==> src/rtl/seven_seg_count_display_if.sv <==
// Display-side bundle: binary count in, multiplexed anode/cathode drive and load pulse out.
interface seven_seg_count_display_if;
  logic [15:0] count;
  logic [3:0]  anode;
  logic [6:0]  cathode;
  logic        dp;
  logic        bcd_valid;

  modport master (output count, input anode, cathode, dp, bcd_valid);
  modport slave  (input count, output anode, cathode, dp, bcd_valid);
endinterface

==> src/rtl/seven_seg_count_display.sv <==
// Binary count -> clamped BCD (sequential double-dabble) -> 4-digit multiplexed seven-segment drive.
// Display loads 17 clocks after capture; no backpressure, count is sampled only while IDLE.
module seven_seg_count_display #(
  parameter int unsigned REFRESH_DIV   = 100000,
  parameter bit          BLANK_LEADING = 1'b1
) (
  input  logic clock_100Mhz,
  input  logic reset,
  seven_seg_count_display_if.slave bus
);
  localparam int unsigned RW = $clog2(REFRESH_DIV);

  typedef enum logic [1:0] {IDLE = 2'd0, SHIFT = 2'd1, DONE = 2'd2} state_t;

  state_t        state_q, state_d;
  logic [15:0]   last_val_q, last_val_d;
  logic [15:0]   src_q, src_d;
  logic [15:0]   bcd_q, bcd_d, bcd_adj;
  logic [3:0]    bit_cnt_q, bit_cnt_d;
  logic [15:0]   digits_q, digits_d;
  logic [RW-1:0] refresh_q, refresh_d;
  logic [1:0]    digit_sel_q, digit_sel_d;
  logic [3:0]    anode_q, anode_d;
  logic [6:0]    cathode_q, cathode_d;
  logic          bcd_valid_q, bcd_valid_d;
  logic [3:0]    cur_digit;
  logic          blank;
  logic          refresh_tc;

  function automatic logic [6:0] seg7(input logic [3:0] d);
    case (d)
      4'd0:    seg7 = 7'b1000000;
      4'd1:    seg7 = 7'b1111001;
      4'd2:    seg7 = 7'b0100100;
      4'd3:    seg7 = 7'b0110000;
      4'd4:    seg7 = 7'b0011001;
      4'd5:    seg7 = 7'b0010010;
      4'd6:    seg7 = 7'b0000010;
      4'd7:    seg7 = 7'b1111000;
      4'd8:    seg7 = 7'b0000000;
      4'd9:    seg7 = 7'b0010000;
      default: seg7 = 7'b1111111;
    endcase
  endfunction

  always_comb begin
    state_d     = state_q;
    last_val_d  = last_val_q;
    src_d       = src_q;
    bcd_d       = bcd_q;
    bcd_adj     = bcd_q;
    bit_cnt_d   = bit_cnt_q;
    digits_d    = digits_q;
    bcd_valid_d = 1'b0;
    case (state_q)
      IDLE: begin
        // last_val keeps the unclamped count so distinct overrange values still retrigger
        if (bus.count != last_val_q) begin
          src_d      = (bus.count > 16'd9999) ? 16'd9999 : bus.count;
          last_val_d = bus.count;
          bcd_d      = '0;
          bit_cnt_d  = '0;
          state_d    = SHIFT;
        end
      end
      SHIFT: begin
        for (int i = 0; i < 4; i++) begin
          if (bcd_q[4*i +: 4] >= 4'd5) bcd_adj[4*i +: 4] = bcd_q[4*i +: 4] + 4'd3;
        end
        bcd_d     = {bcd_adj[14:0], src_q[15]};
        src_d     = {src_q[14:0], 1'b0};
        bit_cnt_d = bit_cnt_q + 4'd1;
        if (bit_cnt_q == 4'd15) state_d = DONE;
      end
      DONE: begin
        digits_d    = bcd_q;
        bcd_valid_d = 1'b1;
        state_d     = IDLE;
      end
      default: state_d = IDLE;
    endcase
  end

  always_comb begin
    refresh_tc  = (refresh_q == RW'(REFRESH_DIV - 1));
    refresh_d   = refresh_tc ? '0 : refresh_q + RW'(1);
    digit_sel_d = refresh_tc ? digit_sel_q + 2'd1 : digit_sel_q;
    cur_digit   = digits_q[4*digit_sel_q +: 4];
    blank       = 1'b0;
    if (BLANK_LEADING) begin
      case (digit_sel_q)
        2'd3:    blank = (digits_q[15:12] == 4'd0);
        2'd2:    blank = (digits_q[15:8] == 8'd0);
        2'd1:    blank = (digits_q[15:4] == 12'd0);
        default: blank = 1'b0;
      endcase
    end
    anode_d   = ~(4'b0001 << digit_sel_q);
    cathode_d = blank ? 7'b1111111 : seg7(cur_digit);
  end

  always_ff @(posedge clock_100Mhz) begin
    if (reset) begin
      state_q     <= IDLE;
      last_val_q  <= '0;
      src_q       <= '0;
      bcd_q       <= '0;
      bit_cnt_q   <= '0;
      digits_q    <= '0;
      refresh_q   <= '0;
      digit_sel_q <= '0;
      anode_q     <= 4'hF;
      cathode_q   <= 7'h7F;
      bcd_valid_q <= 1'b0;
    end else begin
      state_q     <= state_d;
      last_val_q  <= last_val_d;
      src_q       <= src_d;
      bcd_q       <= bcd_d;
      bit_cnt_q   <= bit_cnt_d;
      digits_q    <= digits_d;
      refresh_q   <= refresh_d;
      digit_sel_q <= digit_sel_d;
      anode_q     <= anode_d;
      cathode_q   <= cathode_d;
      bcd_valid_q <= bcd_valid_d;
    end
  end

  assign bus.anode     = anode_q;
  assign bus.cathode   = cathode_q;
  assign bus.dp        = 1'b1;
  assign bus.bcd_valid = bcd_valid_q;
endmodule

==> src/flat_wrapper.sv <==
// flat-port wrapper written by rule: the top's interface ports become plain ports
module seven_seg_count_display_flat 
#(
  parameter int unsigned REFRESH_DIV   = 100000,
  parameter bit          BLANK_LEADING = 1'b1
)
  (clock_100Mhz, reset, bus_count, bus_anode, bus_cathode, bus_dp, bus_bcd_valid);
  seven_seg_count_display_if bus_i ();
  input  logic clock_100Mhz;
  input  logic reset;
  input wire logic [$bits(bus_i.count)-1:0] bus_count;
  output wire logic [$bits(bus_i.anode)-1:0] bus_anode;
  output wire logic [$bits(bus_i.cathode)-1:0] bus_cathode;
  output wire logic [$bits(bus_i.dp)-1:0] bus_dp;
  output wire logic [$bits(bus_i.bcd_valid)-1:0] bus_bcd_valid;
  assign bus_i.count = bus_count;
  assign bus_anode = bus_i.anode;
  assign bus_cathode = bus_i.cathode;
  assign bus_dp = bus_i.dp;
  assign bus_bcd_valid = bus_i.bcd_valid;
  seven_seg_count_display #(.REFRESH_DIV(REFRESH_DIV), .BLANK_LEADING(BLANK_LEADING)) u_core (.clock_100Mhz(clock_100Mhz), .reset(reset), .bus(bus_i));
endmodule
==> config.mk <==
export PLATFORM = sky130hd
export DESIGN_NAME = seven_seg_count_display_flat
export DESIGN_NICKNAME = d
export VERILOG_FILES = /design/src/rtl/seven_seg_count_display_if.sv /design/src/rtl/seven_seg_count_display.sv /design/src/flat_wrapper.sv
export SDC_FILE = /design/constraint.sdc
export NUM_CORES = 1
export LEC_CHECK = 0
export CAP_MARGIN = 25
export CORE_ASPECT_RATIO = 0.75
export CORE_MARGIN = 3
export CORE_UTILIZATION = 25
export DETAILED_ROUTE_END_ITERATION = 6
export PLACE_DENSITY_LB_ADDON = 0.2
export SLEW_MARGIN = 25
export SYNTH_ARGS = -nofsm -noshare
export SYNTH_HDL_FRONTEND = slang
export SYNTH_SLANG_ARGS = --single-unit
==> constraint.sdc <==
create_clock -name clock_100Mhz -period 3.1 [get_ports clock_100Mhz]
set_input_delay 0.31 -clock clock_100Mhz [delete_from_list [all_inputs] [get_ports clock_100Mhz]]
set_output_delay 0.31 -clock clock_100Mhz [all_outputs]
set_load 0.03 [all_outputs]
-- Yosys cells after proc, flatten, opt, wreduce, memory -nomap -nowiden
Memory sizes are Yosys's and may differ from the RTL's. A register that Yosys moved wholly into a read port is not among the register bits.
Cells that the tools add are included.
- register bits: 94
- latch bits: 0
- RAM bits: 0
- ROM bits: 112
- input port bits: 18
- word-level logic and storage cells: 62
- memories kept: 1
- $add $sub $neg: 7
- $mul: 0
- div/mod/pow operators: 0
- $lt $le $gt $ge: 5
- eq/ne operators: 10
- shifts and indexed selects: 2
- muxes and demuxes: 16
- bitwise logic cells: 1
- reduce and logical (&&, ||, !) cells: 10
- memory list (name ; words ; width ; read ports ; clocked after Yosys merged registers in ; wr ports ; RTL line ; source):
    (no name shown) ; 16 ; 7 ; 1 ; 1 ; 0 ; seven_seg_count_display.sv:31 ; case (d)
- operators with widths (cell ; number):
    $pmux W16 S2 ; 2
    $mux W16 ; 3
    $add A17 B1 Y17 const B ; 1
    $eq A17 B17 Y1 const B ; 1
    $ge A4 B3 Y1 const B ; 4
    $gt A16 B14 Y1 const B ; 1
    $mux W4 ; 4
    $ne A16 B16 Y1 ; 1
    $shiftx A16 B5 Y4 ; 1
    $add A4 B2 Y4 const B ; 3
    $logic_not A12 Y1 ; 1
    $logic_not A8 Y1 ; 1
    $pmux W4 S2 ; 1
    $eq A2 B2 Y1 const B ; 3
    $reduce_and A2 Y1 ; 3
    $add A4 B1 Y4 const B ; 1
    $eq A2 B1 Y1 const B ; 2
    $eq A4 B4 Y1 const B ; 1
    $logic_not A4 Y1 ; 1
    $mux W2 ; 2
    $ne A2 B1 Y1 const B ; 2
    $not A4 Y4 ; 1
    $pmux W2 S2 ; 1
    $reduce_or A2 Y1 ; 2
    other kinds (8) ; 8

-- Depth between registers and ports, before layout
- word-level depth: 4
- depth in mapped cells: 8

-- Worst setup path after synthesis
Ideal clock, no wire load.
- path type: reg2reg
- start: reg u_core.digit_sel_q[0]
- end: reg u_core.cathode_q[0], in the netlist u_core.bus.cathode[0]
- data arrival time: 1655 ps
- data required time: 2972 ps
- path slack: 1317 ps
- stages on the path, launching flop included: 7
- buffers on the path: 2
- period minus slack after synthesis: 1783 ps
- path through: dfxtp_1 > buf_6 > mux4_2 > buf_6 > o21a_1 > a211oi_4 > o21ai_1
- longest elaborated chain between the ends: 3
- elaborated cells between the ends (all ways): 6
- those cells by class: eq/ne: 3; shift: 1; mux: 1; reduce/logical: 1
- RTL lines (what ; RTL line ; source):
    start: declaration ; seven_seg_count_display.sv:22 ; logic [1:0] digit_sel_q, digit_sel_d;
    start signal: assignment ; seven_seg_count_display.sv:123 ; digit_sel_q <= digit_sel_d;
    $eq A2 B1 Y1 or $eq A2 B2 Y1 (tied branches) ; seven_seg_count_display.sv:91 ; case (digit_sel_q)
    $pmux W1 S3 ; seven_seg_count_display.sv:91 ;
    $reduce_or A2 Y1 (no line) ; -- ;
    end: declaration ; seven_seg_count_display.sv:24 ; logic [6:0] cathode_q, cathode_d;
Several ways; a longest one is shown, not always the timed one.
A chain may end at the register's enable or synchronous reset.

-- Final worst setup path
- start: in bus_count[11]
- end: reg u_core.last_val_q[14]
- longest elaborated chain between the ends: 2
- RTL lines (what ; RTL line ; source):
    start: declaration ; flat_wrapper.sv:11 ; input wire logic [$bits(bus_i.count)-1:0] bus_count;
    $ne A16 B16 Y1 ; seven_seg_count_display.sv:58 ; if (bus.count != last_val_q) begin
    $reduce_and A2 Y1 (no line) ; -- ;
    end signal: assignment ; seven_seg_count_display.sv:117 ; last_val_q <= last_val_d;
    end: declaration ; seven_seg_count_display.sv:16 ; logic [15:0] last_val_q, last_val_d;
Every way passes these cells.

==> impl_metrics.py <==
metrics = {
    "synth": {
        "synth.distinct_cells": 46,
        "synth_edf_count": 0,
        "netlist_area_um2": 4860,
        "syn-num-nets": 591,
        "avgSynthCellArea_um2": 8.79,
        "netlist_instances": 553,
        "ys_ff_latch": 101,
        "synth_ff_type": "dfxtp_1",
        "yosys_warnings": 0,
        "ys_async_sr_fraction": 0,
        "seq_area_frac_synth": 0.416,
    },
    "sta": {
        "maxSlewHeadroom": 0.537,
        "final.setup.tns_ps": 0,
        "hold_violations": 0,
        "rsz0062_at_grt": "no",
        "worst_slew_pin_slew_ps": 694,
        "fin_crit_sh": 0.722,
        "fmax_mhz": 447,
        "setup_viol": 0,
        "slew_violations": 0,
        "fin_crit_ps": 2240,
        "finalClockSkew_ps": 9.67,
    },
    "cts": {
        "numCtsBuffers": 9,
        "cts_max_level": 3,
        "cts_tree": "done",
        "cts_root_buffer": "clkbuf_16",
        "cts_buffer_depth": 2,
        "cts_sinks": 101,
        "cts_resized": 0,
        "clk_pin_slew_ps": 70,
        "postCtsSetupBuffers": 0,
        "hold_buffers": 0,
        "clk_latency_ps": 350,
    },
    "finish": {
        "layout-drive-gt1-share": 0.0958,
        "diodes": 0,
        "nets": 608,
        "utilization": 0.303,
        "syn2layout_area_growth_pct": 17.0,
    },
    "grt": {
        "antenna_found_initial": 0,
        "grt_util_all_layers": 0.112,
        "grtUsageMet1": 0.170,
        "grt_pass1_wl_um": 19300,
        "globalRouteOverflowTotal": 0,
        "grt_busiest_layer": "met1",
        "gr-usage-met2": 0.157,
        "grt_pass1_vias": 3643,
        "grt_use_met3": 0.0231,
        "grt_max_degree": 62,
    },
    "pwr": {
        "clockPowerShare": 0.437,
        "power_frac_seq": 0.488,
        "power_density_nw_per_um2": 490,
        "p_sw_uw": 643,
        "peakVddDrop_uv": 282,
        "comb_power_share": 0.075,
        "switching_share": 0.231,
        "internal_power_uw": 2140,
        "p_leak_uw": 0.00195,
    },
    "drt": {
        "wire_per_inst_um": 14.3,
        "vias": 3915,
        "drt.antenna.violating_nets": 0,
        "dr.pass1.iters": 4,
        "first_iter_violations": 294,
        "routed_wirelength_um": 11800,
        "drcViolationCount": 0,
        "routed_via_density": 4.77,
    },
    "flow_run": {
        "drv_cap": 0,
    },
    "floorplan": {
        "ioPinCount": 31,
        "core_um2": 18800,
        "start_util": 0.259,
        "rows": 43,
        "die_width_um": 167,
        "die_y_um": 127,
        "die-area_um2": 21200,
    },
    "placed_design": {
        "gp_congestion": 0.817,
        "hpwl_um": 8290,
        "port_buffers": 29,
    },
    "critical_path": {
        "critPathKind": "in2reg",
        "startpoint_type": "primary input",
        "critPathMaxFanout": 26,
        "cp-end-kind": "flip-flop",
        "cp_data_arrival_time_ps": 2520,
        "crit_required_ps": 3380,
    },
    "worst_hold_path": {
        "hold_class": "reg2reg",
    },
    "run_status": {
        "status": "finished, final reports clean",
    },
}
## sequential cells by signal (all words and copies together) (netlist names)
name / flops
u_core.bit_cnt_q: 4
u_core.digits_q: 16
u_core.bcd_q: 16
u_core.last_val_q: 16
u_core.bus.bcd_valid: 1
u_core.refresh_q: 17
u_core.bus.anode: 4
u_core.state_q: 2
u_core.digit_sel_q: 2
u_core.src_q: 16
u_core.bus.cathode: 7
## worst max-delay path, cell delays in order
cell and delay, ps:
clkdlybuf4s50_1 520, xor2_1 190, nor4_1 510, and4_1 350
buf_4 320, o21ai_0 140, a21oi_1 160
## synthesized netlist by cell type (4+ instances only)
cell | number | area, um^2
xnor2_1 | 13 | 114
nor2_1 | 46 | 173
buf_1 | 4 | 15.0
dfxtp_1 | 101 | 2020
buf_2 | 4 | 20.0
o21ai_1 | 4 | 20.0
o21ai_0 | 28 | 140
clkbuf_1 | 21 | 78.8
nand2_1 | 49 | 184
mux4_2 | 4 | 90.1
xor2_1 | 27 | 236
o221a_2 | 6 | 67.6
nor4_1 | 9 | 56.3
ha_1 | 20 | 250
o32ai_2 | 10 | 163
nor3_1 | 11 | 55.1
a31oi_1 | 11 | 68.8
nand3_1 | 40 | 200
nand4_1 | 11 | 68.8
buf_6 | 4 | 45.0
a22oi_1 | 6 | 45.0
a21oi_1 | 45 | 225
inv_1 | 23 | 86.3
nand2b_1 | 18 | 113
mux2i_1 | 4 | 40.0
## cells by family after synthesis
logic type,Yosys count,share of synthesized area
and+or+nand+nor,199,0.197
DFF,101,0.416
muxes,8,0.0268
AOI/OAI and AO/OA,124,0.180
xor gates and xnor gates,40,0.0721
buffers and inverters,60,0.0559
other,1,0.000772
adders and majority gates,20,0.0515
## layer usage
metal  part of all wire  up-vias
met1               0.55     1885
met5                  0        -
met4              0.013        0
met3              0.030        9
li1                   -     1970
met2               0.41       51
## per-stage QoR
step / power, uW / instances / hold slack (ps) / area (um^2) / worst slack, ps
6_report: 2780 / 821 / 455 / 5680 / 861
5_1_grt: 2890 / 821 / 478 / 5680 / 736
4_1_cts: 2820 / 821 / 457 / 5680 / 915
3_5_place_dp: 1600 / 806 / 448 / 5370 / 546
3_3_place_gp: 1590 / 806 / 444 / 5370 / 514
2_1_floorplan: 1510 / 553 / 426 / 4860 / 1320
## layout by cell type, fill, tap and decap left out, drive strengths merged, types with 4 or more instances in the layout
cell / n
nor3: 11
o21ai: 32
a21oi: 46
nand2b: 18
mux4: 4
inv: 23
a22oi: 6
nand4: 11
clkbuf: 11
mux2i: 4
xnor2: 13
dfxtp: 101
ha: 20
nand3: 40
xor2: 27
nor4: 9
clkdlybuf4s50: 28
buf: 14
o221a: 6
o32ai: 11
a31oi: 11
nand2: 49
nor2: 46
## layout make-up
cell class                      instances  area, um^2
Clock buffer                           11         243
Clock inverter                          4        72.6
Fill cell                            1926       13100
Inverter                               24        90.1
Multi-Input combinational cell        392        2560
Sequential cell                       101        2020
Tap cell                              247         309
Timing Repair Buffer                   42         383
## power by group through the flow
stage	combinational (uW)	clock, uW	sequential (uW)
final	208	1220	1360
after global routing	228	1300	1360
after CTS	209	1260	1360
after detailed placement	209	0	1390
after global placement	206	0	1390
after floorplan	121	0	1390
## worst paths after layout
| path | from | to | slack (ps) | cells past startpoint |
|---|---|---|---|---|
| worst max-delay path | bus_count[11] | u_core.last_val_q[14] | 860 | 7 |
| worst min-delay path | u_core.digits_q[3] | u_core.digits_q[3] | 460 | 2 |
| worst max register to register | u_core.last_val_q[1] | u_core.last_val_q[14] | 1050 | 6 |
| worst min register to register | u_core.digits_q[3] | u_core.digits_q[3] | 460 | 2 |
No activity file was read; power rests on OpenSTA's default activity.
